**src/rtl/store_buffer_request_unit_if.sv**
```systemverilog
// Request/response bundle between the MEM stage, the store buffer unit and the data cache.
// The slave modport is the store buffer unit; the master modport is its environment
// (the datapath driving requests plus the cache answering them).
interface store_buffer_request_unit_if #(
  parameter int unsigned ADDR_W = 32,
  parameter int unsigned DATA_W = 32
) ();

  // MEM-stage side
  logic              dmemREN;
  logic              dmemWEN;
  logic [ADDR_W-1:0] dmemaddr;
  logic [DATA_W-1:0] dmemstore;
  logic [DATA_W-1:0] dmemload;
  logic              dhit;

  // Cache side
  logic              c_ren;
  logic              c_wen;
  logic [ADDR_W-1:0] c_addr;
  logic [DATA_W-1:0] c_store;
  logic [DATA_W-1:0] c_load;
  logic              c_hit;

  modport slave (
    input  dmemREN, dmemWEN, dmemaddr, dmemstore, c_load, c_hit,
    output dmemload, dhit, c_ren, c_wen, c_addr, c_store
  );

  modport master (
    output dmemREN, dmemWEN, dmemaddr, dmemstore, c_load, c_hit,
    input  dmemload, dhit, c_ren, c_wen, c_addr, c_store
  );

endinterface

```
**src/rtl/store_buffer_request_unit.sv**
```systemverilog
// Data request unit with a FIFO store buffer between the MEM stage and the data cache.
// Stores retire into the buffer, loads forward from the youngest matching entry, unmatched
// loads go to the cache ahead of buffer drain, and halt drains the buffer before signalling.
module store_buffer_request_unit #(
  parameter int unsigned ADDR_W   = 32,
  parameter int unsigned DATA_W   = 32,
  parameter int unsigned SB_DEPTH = 4
) (
  input  logic                      CLK,
  input  logic                      RST,
  input  logic                      halt,
  output logic                      drained,
  output logic [$clog2(SB_DEPTH):0] sb_count,
  store_buffer_request_unit_if.slave bus
);

  localparam int unsigned PtrW = $clog2(SB_DEPTH);
  localparam int unsigned CntW = PtrW + 1;

  typedef enum logic [1:0] {StIdle, StLoad, StDrain} state_e;

  state_e            state_q, state_d;
  logic [PtrW-1:0]   head_q, head_d;
  logic [PtrW-1:0]   tail_q, tail_d;
  logic [CntW-1:0]   count_q, count_d;
  logic [ADDR_W-1:0] addr_q [SB_DEPTH];
  logic [ADDR_W-1:0] addr_d [SB_DEPTH];
  logic [DATA_W-1:0] data_q [SB_DEPTH];
  logic [DATA_W-1:0] data_d [SB_DEPTH];

  logic              fwd_hit;
  logic [DATA_W-1:0] fwd_data;
  logic [PtrW-1:0]   fwd_idx;
  logic              load_req;
  logic              store_req;
  logic              push;
  logic              pop;

  logic              dhit;
  logic [DATA_W-1:0] dmemload;
  logic              c_ren;
  logic              c_wen;
  logic [ADDR_W-1:0] c_addr;
  logic [DATA_W-1:0] c_store;

  // Forwarding search: walk entries oldest to youngest so the youngest match wins.
  always_comb begin
    fwd_hit  = 1'b0;
    fwd_data = '0;
    fwd_idx  = '0;
    for (int unsigned i = 0; i < SB_DEPTH; i++) begin
      fwd_idx = head_q + PtrW'(i);
      if ((CntW'(i) < count_q) &&
          (addr_q[fwd_idx][ADDR_W-1:2] == bus.dmemaddr[ADDR_W-1:2])) begin
        fwd_hit  = 1'b1;
        fwd_data = data_q[fwd_idx];
      end
    end
  end

  // Next-state, buffer update and all request/response outputs.
  always_comb begin
    state_d  = state_q;
    head_d   = head_q;
    tail_d   = tail_q;
    count_d  = count_q;
    addr_d   = addr_q;
    data_d   = data_q;
    dhit     = 1'b0;
    dmemload = '0;
    c_ren    = 1'b0;
    c_wen    = 1'b0;
    c_addr   = '0;
    c_store  = '0;
    push     = 1'b0;
    pop      = 1'b0;

    // A simultaneous load+store is treated as a load only.
    load_req  = bus.dmemREN & ~halt;
    store_req = bus.dmemWEN & ~bus.dmemREN & ~halt;

    unique case (state_q)
      StIdle: begin
        if (load_req && !fwd_hit) begin
          state_d = StLoad;
        end else if (count_q != '0) begin
          state_d = StDrain;
        end
      end
      StLoad: begin
        // In-flight load completes even if halt rose meanwhile.
        c_ren  = 1'b1;
        c_addr = bus.dmemaddr;
        if (bus.c_hit) begin
          dhit     = 1'b1;
          dmemload = bus.c_load;
          state_d  = StIdle;
        end
      end
      StDrain: begin
        c_wen   = 1'b1;
        c_addr  = addr_q[head_q];
        c_store = data_q[head_q];
        if (bus.c_hit) begin
          pop     = 1'b1;
          state_d = StIdle;
        end
      end
      default: state_d = StIdle;
    endcase

    // Forwarded loads and store accepts complete in the same cycle outside a cache load.
    if (state_q != StLoad) begin
      if (load_req && fwd_hit) begin
        dhit     = 1'b1;
        dmemload = fwd_data;
      end else if (store_req && (count_q < CntW'(SB_DEPTH))) begin
        dhit = 1'b1;
        push = 1'b1;
      end
    end

    if (push) begin
      addr_d[tail_q] = bus.dmemaddr;
      data_d[tail_q] = bus.dmemstore;
      tail_d         = tail_q + 1'b1;
    end
    if (pop) begin
      head_d = head_q + 1'b1;
    end
    if (push && !pop) begin
      count_d = count_q + 1'b1;
    end else if (pop && !push) begin
      count_d = count_q - 1'b1;
    end
  end

  // State, pointers and buffer storage; reset discards all buffered stores.
  always_ff @(posedge CLK) begin
    if (RST) begin
      state_q <= StIdle;
      head_q  <= '0;
      tail_q  <= '0;
      count_q <= '0;
      for (int unsigned i = 0; i < SB_DEPTH; i++) begin
        addr_q[i] <= '0;
        data_q[i] <= '0;
      end
    end else begin
      state_q <= state_d;
      head_q  <= head_d;
      tail_q  <= tail_d;
      count_q <= count_d;
      addr_q  <= addr_d;
      data_q  <= data_d;
    end
  end

  assign bus.dhit     = dhit;
  assign bus.dmemload = dmemload;
  assign bus.c_ren    = c_ren;
  assign bus.c_wen    = c_wen;
  assign bus.c_addr   = c_addr;
  assign bus.c_store  = c_store;
  assign sb_count     = count_q;
  assign drained      = halt & (count_q == '0) & (state_q == StIdle);

endmodule

```
**src/flat_wrapper.sv**
```systemverilog
// flat-port wrapper written by rule: the top's interface ports become plain ports
module store_buffer_request_unit_flat 
#(
  parameter int unsigned ADDR_W   = 32,
  parameter int unsigned DATA_W   = 32,
  parameter int unsigned SB_DEPTH = 4
)
  (CLK, RST, halt, drained, sb_count, bus_dmemREN, bus_dmemWEN, bus_dmemaddr, bus_dmemstore, bus_c_load, bus_c_hit, bus_dmemload, bus_dhit, bus_c_ren, bus_c_wen, bus_c_addr, bus_c_store);
  store_buffer_request_unit_if #(.ADDR_W(ADDR_W), .DATA_W(DATA_W)) bus_i ();
  input  logic CLK;
  input  logic RST;
  input  logic halt;
  output logic drained;
  output logic [$clog2(SB_DEPTH):0] sb_count;
  input wire logic [$bits(bus_i.dmemREN)-1:0] bus_dmemREN;
  input wire logic [$bits(bus_i.dmemWEN)-1:0] bus_dmemWEN;
  input wire logic [$bits(bus_i.dmemaddr)-1:0] bus_dmemaddr;
  input wire logic [$bits(bus_i.dmemstore)-1:0] bus_dmemstore;
  input wire logic [$bits(bus_i.c_load)-1:0] bus_c_load;
  input wire logic [$bits(bus_i.c_hit)-1:0] bus_c_hit;
  output wire logic [$bits(bus_i.dmemload)-1:0] bus_dmemload;
  output wire logic [$bits(bus_i.dhit)-1:0] bus_dhit;
  output wire logic [$bits(bus_i.c_ren)-1:0] bus_c_ren;
  output wire logic [$bits(bus_i.c_wen)-1:0] bus_c_wen;
  output wire logic [$bits(bus_i.c_addr)-1:0] bus_c_addr;
  output wire logic [$bits(bus_i.c_store)-1:0] bus_c_store;
  assign bus_i.dmemREN = bus_dmemREN;
  assign bus_i.dmemWEN = bus_dmemWEN;
  assign bus_i.dmemaddr = bus_dmemaddr;
  assign bus_i.dmemstore = bus_dmemstore;
  assign bus_i.c_load = bus_c_load;
  assign bus_i.c_hit = bus_c_hit;
  assign bus_dmemload = bus_i.dmemload;
  assign bus_dhit = bus_i.dhit;
  assign bus_c_ren = bus_i.c_ren;
  assign bus_c_wen = bus_i.c_wen;
  assign bus_c_addr = bus_i.c_addr;
  assign bus_c_store = bus_i.c_store;
  store_buffer_request_unit #(.ADDR_W(ADDR_W), .DATA_W(DATA_W), .SB_DEPTH(SB_DEPTH)) u_core (.CLK(CLK), .RST(RST), .halt(halt), .drained(drained), .sb_count(sb_count), .bus(bus_i));
endmodule
```
**config.mk**
```make
export PLATFORM = sky130hd
export DESIGN_NAME = store_buffer_request_unit_flat
export DESIGN_NICKNAME = d
export VERILOG_FILES = /design/src/rtl/store_buffer_request_unit_if.sv /design/src/rtl/store_buffer_request_unit.sv /design/src/flat_wrapper.sv
export SDC_FILE = /design/constraint.sdc
export NUM_CORES = 1
export LEC_CHECK = 0
export CAP_MARGIN = 25
export CORE_MARGIN = 2
export CORE_UTILIZATION = 35
export DETAILED_ROUTE_END_ITERATION = 12
export GPL_ROUTABILITY_DRIVEN = 0
export MAX_ROUTING_LAYER = met4
export PLACE_DENSITY = 0.65
export SLEW_MARGIN = 20
export SYNTH_ARGS = -nofsm -noshare
export SYNTH_HDL_FRONTEND = slang
export SYNTH_SLANG_ARGS = --single-unit
export TNS_END_PERCENT = 20
```
**constraint.sdc**
```tcl
create_clock -name CLK -period 13.14 [get_ports CLK]
set_input_delay 3.942 -clock CLK [delete_from_list [all_inputs] [get_ports CLK]]
set_output_delay 3.942 -clock CLK [all_outputs]
set_load 0.1 [all_outputs]
```
==> impl_metrics.env, run 1 <==
export IMPL_postCtsSetupRepairBufs=0
export IMPL_grt_start_max_net_pins=133
export IMPL_drt_pass1_iter_count=6
export IMPL_cts_resized=0
export IMPL_utilization=0.416
export IMPL_clk_latency_ns=0.53
export IMPL_io_pins=205
export IMPL_required_ns=9.20
export IMPL_skew_ns=0.0207
export IMPL_crit_start="bus_dmemaddr[23]"
export IMPL_period_needed_ns=12.11
export IMPL_max_slew_worst_pin_slew_ns=1.10
export IMPL_final_seq_area_sq_um=5310
export IMPL_cts_tree="yes"
export IMPL_synthCells=2288
export IMPL_r2r_end="u_core.state_q[0]"
export IMPL_cts_max_level=2
export IMPL_critPathMaxStageDelay_ns=0.93
export IMPL_antenna_left=0
export IMPL_synthArstFlopShare=0
export IMPL_cts_buffers_inserted=34
export IMPL_end_kind="output pin"
export IMPL_r2r_cells=9
export IMPL_ys_flop_type="dfxtp_1"
export IMPL_grt_pass1_wl_mm=102
export IMPL_root_buffer="clkbuf_16"
export IMPL_synth_seq_area_share=0.277
export IMPL_period_share=0.922
export IMPL_power_density_nw_per_um2=107
export IMPL_rows=85
export IMPL_critPathCapture="bus_dmemload[18]"
export IMPL_grt_pass1_vias=17600
export IMPL_clk_pin_slew_ns=0.06
export IMPL_die_area_sq_um=56600
export IMPL_synth_nets=2402
export IMPL_final_max_slew_viol_count=0
export IMPL_hpwlAfterDp_mm=43.3
export IMPL_drv_cap=0
export IMPL_drive_above_1_share=0.139
export IMPL_r2r_start="u_core.head_q[1]"
export IMPL_final_nets=2440
export IMPL_placed_cells=2986
export IMPL_rsz0062_at_grt="false"
export IMPL_syn_area_sq_um=19100
export IMPL_setup_viol=0
export IMPL_clock_fmax_mhz=82.6
export IMPL_overflow=0
export IMPL_synth_edf_count=0
export IMPL_fin_cells=3050
export IMPL_route_vias_total=18300
export IMPL_cp_arrival_ns=8.17
export IMPL_cp_cell_sequence="clkdlybuf4s50_1, inv_1, a221o_1, nor4_1, and4_1, buf_4, a2111oi_4, buf_4, a2111oi_0, o31ai_2, buf_4"
export IMPL_worst_setup_path_type="input pin to output pin"
export IMPL_core_area_sq_um=53900
export IMPL_status="finished clean"
export IMPL_synth_top_area_cell="dfxtp_1"
export IMPL_die_w_microns=238
export IMPL_fin_area_sq_um=22400
export IMPL_fill_cells=5253
export IMPL_hold_class="flip-flop to flip-flop"
export IMPL_clock_sinks=265
export IMPL_finalPower_mw=2.39
export IMPL_synth_warning_count=0
export IMPL_crit_slowest_cell="clkdlybuf4s50_1"
export IMPL_placed_cell_area_sq_um=21200
export IMPL_power_leakage_nw=7.05
export IMPL_initial_utilization=0.355
export IMPL_antenna_found_initial=4
export IMPL_drc=0
export IMPL_yosys_top_cells_area="dfxtp_1, mux4_2, nand2_1, a21oi_1, mux2i_1"
export IMPL_grt_total_usage=0.235
export IMPL_cp_common_cell="buf_4"
export IMPL_fin_tns_setup_ns=0
export IMPL_crit_fanout=33
export IMPL_max_slew_margin=0.265
export IMPL_r2r_setup_slack_ns=8.42
export IMPL_fin_ws_ns=1.03
export IMPL_cts_hold_buffers_added=0
export IMPL_start_kind="input pin"
export IMPL_synth_cell_types=67
export IMPL_portBuffers=204
export IMPL_wire_per_inst_microns=21.9
export IMPL_multi_input_area_sq_um=12800
export IMPL_clock_path_buffers=3
export IMPL_area_growth_syn_to_layout_pct=17.2
export IMPL_whs_ns=0.455
export IMPL_timing_hold_violations_final=0
export IMPL_drtIter0Drc=1837
export IMPL_avgViaCountPerCell=6.01
export IMPL_synth_area_per_cell_sq_um=8.37
export IMPL_ir_worst_vdd_mv=0.0708
export IMPL_netlist_area_leader_share=0.277
export IMPL_die_height_microns=238
export IMPL_ys_ff_latch=265
export IMPL_dp_slack_ns=1.12
export IMPL_wl_mm=66.8
-- flip-flops by register name, indices dropped and copies added (netlist names) --
| name | cells |
|---|---|
| u_core.addr_q | 128 |
| u_core.data_q | 128 |
| u_core.head_q | 2 |
| u_core.sb_count | 3 |
| u_core.state_q | 2 |
| u_core.tail_q | 2 |
-- final cells by class --
class                      instances  area share
clock buffer                      49      0.0450
sequential                       265       0.237
antenna                            5    0.000558
clock inverter                    10     0.00697
multi-input combinational       1777       0.571
tap                              696      0.0388
inverter                          17     0.00290
timing repair buffer             231      0.0981
-- worst min-delay path by stage --
stage	to	slack, ns	depth (start not counted)	from
6_report	u_core.addr_q[0]	0.45	2	u_core.addr_q[0]
5_1_grt	u_core.addr_q[0]	0.47	2	u_core.addr_q[0]
4_1_cts	u_core.addr_q[0]	0.45	2	u_core.addr_q[0]
3_5_place_dp	u_core.addr_q[0]	0.45	2	u_core.addr_q[0]
3_3_place_gp	u_core.addr_q[33]	0.44	2	u_core.addr_q[33]
2_1_floorplan	u_core.addr_q[32]	0.43	2	u_core.addr_q[32]
-- worst max-delay path: cells and delay by family --
| family | cells | cell delay [ns] |
|---|---|---|
| compound gates | 4 | 1.21 |
| buf+inv | 5 | 2.13 |
| simple gates | 2 | 0.86 |
-- synth_stat cells (3+ instances only) --
cell type,instances
nand2_1,580
a21oi_1,302
dfxtp_1,265
clkbuf_1,154
mux4_2,140
nor2_1,121
mux2i_1,107
a2111oi_0,67
xnor2_1,62
and2_1,42
mux2_2,41
xor2_1,39
nor2b_1,34
o211a_1,33
a22oi_1,31
buf_1,30
buf_2,24
o31ai_1,23
inv_1,17
nand4_1,16
o21ai_0,14
buf_4,12
ha_1,12
o31ai_2,10
buf_6,9
nor3_1,9
a32oi_1,8
and3_1,7
nor4_1,7
a221oi_1,6
nand3_1,6
o211ai_1,5
o2111ai_1,4
a221o_1,3
a2bb2oi_1,3
o22ai_1,3
-- cell usage in the layout, fill, tap and decap left out, types with 35 or more instances in the layout --
master / Yosys / layout
dfxtp_1: 265 / 263
a2111oi_0: 67 / 67
nand2_1: 580 / 575
clkdlybuf4s50_1: 0 / 170
mux4_2: 140 / 140
and2_1: 42 / 38
clkbuf_16: 0 / 35
buf_4: 12 / 57
nor2_1: 121 / 121
mux2i_1: 107 / 107
a21oi_1: 302 / 302
xnor2_1: 62 / 62
mux2_2: 41 / 41
xor2_1: 39 / 39
-- layer usage --
metal  GRT usage  wire length (microns)
met4      0.0888                   2390
met5           -                      0
met3      0.0384                   5930
met2       0.370                  30800
met1       0.304                  27700
-- power by group --
group	switching [mW]	internal [mW]	leakage [nW]
combinational	0.374	0.189	4.34
sequential	0.0273	0.820	2.14
clock	0.368	0.610	0.573
total	0.770	1.62	7.05
-- cell families (layout without fill, tap and decap cells) --
kind of cell,after synthesis,after routing,share of synthesized area
other,0,5,0
AO/OA/AOI/OAI,535,535,0.184
AND/OR/NAND/NOR,840,840,0.183
adder cells (fa/ha/maj),12,12,0.00784
flip-flops,265,265,0.277
buffers and inverters,246,307,0.0557
multiplexers,289,289,0.245
XOR/XNOR,101,101,0.0462
(Power assumes the default switching activity.)
==> run 2, diff against run 1 <==
ABC_AREA = 0   (was default)
clock period = 15.7 ns   (was 13.14 ns; I/O delays follow)
==> impl_metrics.env, run 2 (same netlist as run 1, synthesis figures left out) <==
export IMPL_cp_arrival_ns=9.66
export IMPL_drtIter0Drc=1743
export IMPL_cts_tree="yes"
export IMPL_clock_fmax_mhz=69.6
export IMPL_antenna_left=0
export IMPL_grt_start_max_net_pins=117
export IMPL_clock_sinks=265
export IMPL_overflow=0
export IMPL_start_kind="input pin"
export IMPL_r2r_start="u_core.head_q[1]"
export IMPL_wire_per_inst_microns=22.0
export IMPL_cts_resized=0
export IMPL_root_buffer="clkbuf_16"
export IMPL_rows=85
export IMPL_max_slew_worst_pin_slew_ns=1.09
export IMPL_dp_slack_ns=1.46
export IMPL_initial_utilization=0.355
export IMPL_ir_worst_vdd_mv=0.0646
export IMPL_required_ns=10.99
export IMPL_skew_ns=0.0284
export IMPL_power_density_nw_per_um2=89.9
export IMPL_final_cell_mix="nand2_1, a21oi_1, dfxtp_1"
export IMPL_r2r_cells=10
export IMPL_cp_cell_sequence="clkdlybuf4s50_1, inv_1, xnor2_1, o21ai_0, a2111oi_2, nand4_1, buf_4, o211a_1, a2111oi_0, o31ai_1, clkdlybuf4s50_1"
export IMPL_crit_slowest_cell="clkdlybuf4s50_1"
export IMPL_power_leakage_nw=7.05
export IMPL_avgViaCountPerCell=6.00
export IMPL_cts_hold_buffers_added=0
export IMPL_portBuffers=204
export IMPL_postCtsSetupRepairBufs=0
export IMPL_fin_cells=3059
export IMPL_layout_commonest_cell="nand2_1"
export IMPL_cts_buffers_inserted=34
export IMPL_fin_tns_setup_ns=0
export IMPL_die_w_microns=238
export IMPL_finalPower_mw=2.02
export IMPL_clk_pin_slew_ns=0.06
export IMPL_status="finished clean"
export IMPL_hold_path_end="u_core.addr_q[33]"
export IMPL_area_growth_syn_to_layout_pct=17.5
export IMPL_critPathMaxStageDelay_ns=1.00
export IMPL_period_needed_ns=14.37
export IMPL_rsz0062_at_grt="false"
export IMPL_grt_pass1_wl_mm=103
export IMPL_setup_viol=0
export IMPL_whs_ns=0.457
export IMPL_placed_cells=2989
export IMPL_clk_latency_ns=0.56
export IMPL_utilization=0.417
export IMPL_clock_path_buffers=3
export IMPL_cp_common_cell="clkdlybuf4s50_1"
export IMPL_die_height_microns=238
export IMPL_holdCritStartpoint="u_core.addr_q[33]"
export IMPL_placed_cell_area_sq_um=21300
export IMPL_drt_pass1_iter_count=9
export IMPL_drive_above_1_share=0.135
export IMPL_r2r_end="u_core.state_q[0]"
export IMPL_wl_mm=67.3
export IMPL_hold_class="flip-flop to flip-flop"
export IMPL_final_nets=2443
export IMPL_io_pins=205
export IMPL_antenna_found_initial=9
export IMPL_hold_depth=2
export IMPL_crit_fanout=30
export IMPL_period_share=0.915
export IMPL_fin_ws_ns=1.33
export IMPL_timing_hold_violations_final=0
export IMPL_end_kind="output pin"
export IMPL_fin_area_sq_um=22500
export IMPL_final_max_slew_viol_count=0
export IMPL_grt_total_usage=0.238
export IMPL_route_vias_total=18300
export IMPL_core_area_sq_um=53900
export IMPL_hpwlAfterDp_mm=43.4
export IMPL_die_area_sq_um=56600
export IMPL_worst_setup_path_type="input pin to output pin"
export IMPL_grt_pass1_vias=17800
export IMPL_r2r_setup_slack_ns=10.95
export IMPL_drv_cap=0
export IMPL_max_slew_margin=0.271
export IMPL_cts_max_level=2
export IMPL_drc=0
[run 2: cell types whose count changed in the layout (fill, tap and decap cells not counted), sizes merged, moves of 3 or more]
cell / before / now
clkinv: 5 / 11
diode: 5 / 9
clkdlybuf4s50: 170 / 182
clkbuf: 49 / 46
buf: 61 / 52
[run 2: where the power goes]
| part | leakage (nW) | total (mW) | internal [mW] | switching (mW) |
|---|---|---|---|---|
| Clock | 0.584 | 0.840 | 0.513 | 0.327 |
| Sequential | 2.14 | 0.708 | 0.686 | 0.0219 |
| Combinational | 4.33 | 0.473 | 0.159 | 0.315 |
| Total | 7.05 | 2.02 | 1.36 | 0.664 |
[run 2: worst max-delay path, delay by kind of cell]
| family | cells | cell delay [ns] |
|---|---|---|
| buffers and inverters | 4 | 2.46 |
| xor gates and xnor gates | 1 | 0.18 |
| AOI/OAI and AO/OA | 5 | 1.65 |
| and+or+nand+nor | 1 | 0.65 |
[run 2: how the worst max path moves through the flow]
stage	from	slack, ns	end	depth (start not counted)
after floorplan	bus_dmemaddr[11]	1.92	bus_dmemload[0]	10
final	bus_dmemaddr[21]	1.33	bus_dmemload[29]	11
after global placement	bus_dmemaddr[21]	1.52	bus_dmemload[21]	11
after detailed placement	bus_dmemaddr[21]	1.46	bus_dmemload[29]	11
after CTS	bus_dmemaddr[21]	1.43	bus_dmemload[29]	11
after global routing	bus_dmemaddr[21]	1.14	bus_dmemload[29]	11
[run 2: final cells by class]
cell class	count	area [sq um]
Fill cell	5210	31400
Clock buffer	46	957
Tap cell	696	871
Clock inverter	15	226
Inverter	17	65.1
Antenna cell	9	22.5
Timing Repair Buffer	234	2240
Sequential cell	265	5310
Multi-Input combinational cell	1777	12800
[run 2: metal layers]
| metal | wire [microns] | share of wire | global-route usage |
|---|---|---|---|
| met1 | 27000 | 0.40 | 0.298 |
| met2 | 31600 | 0.47 | 0.374 |
| met3 | 6420 | 0.095 | 0.0534 |
| met4 | 2210 | 0.033 | 0.0922 |
| met5 | 0 | 0 | - |
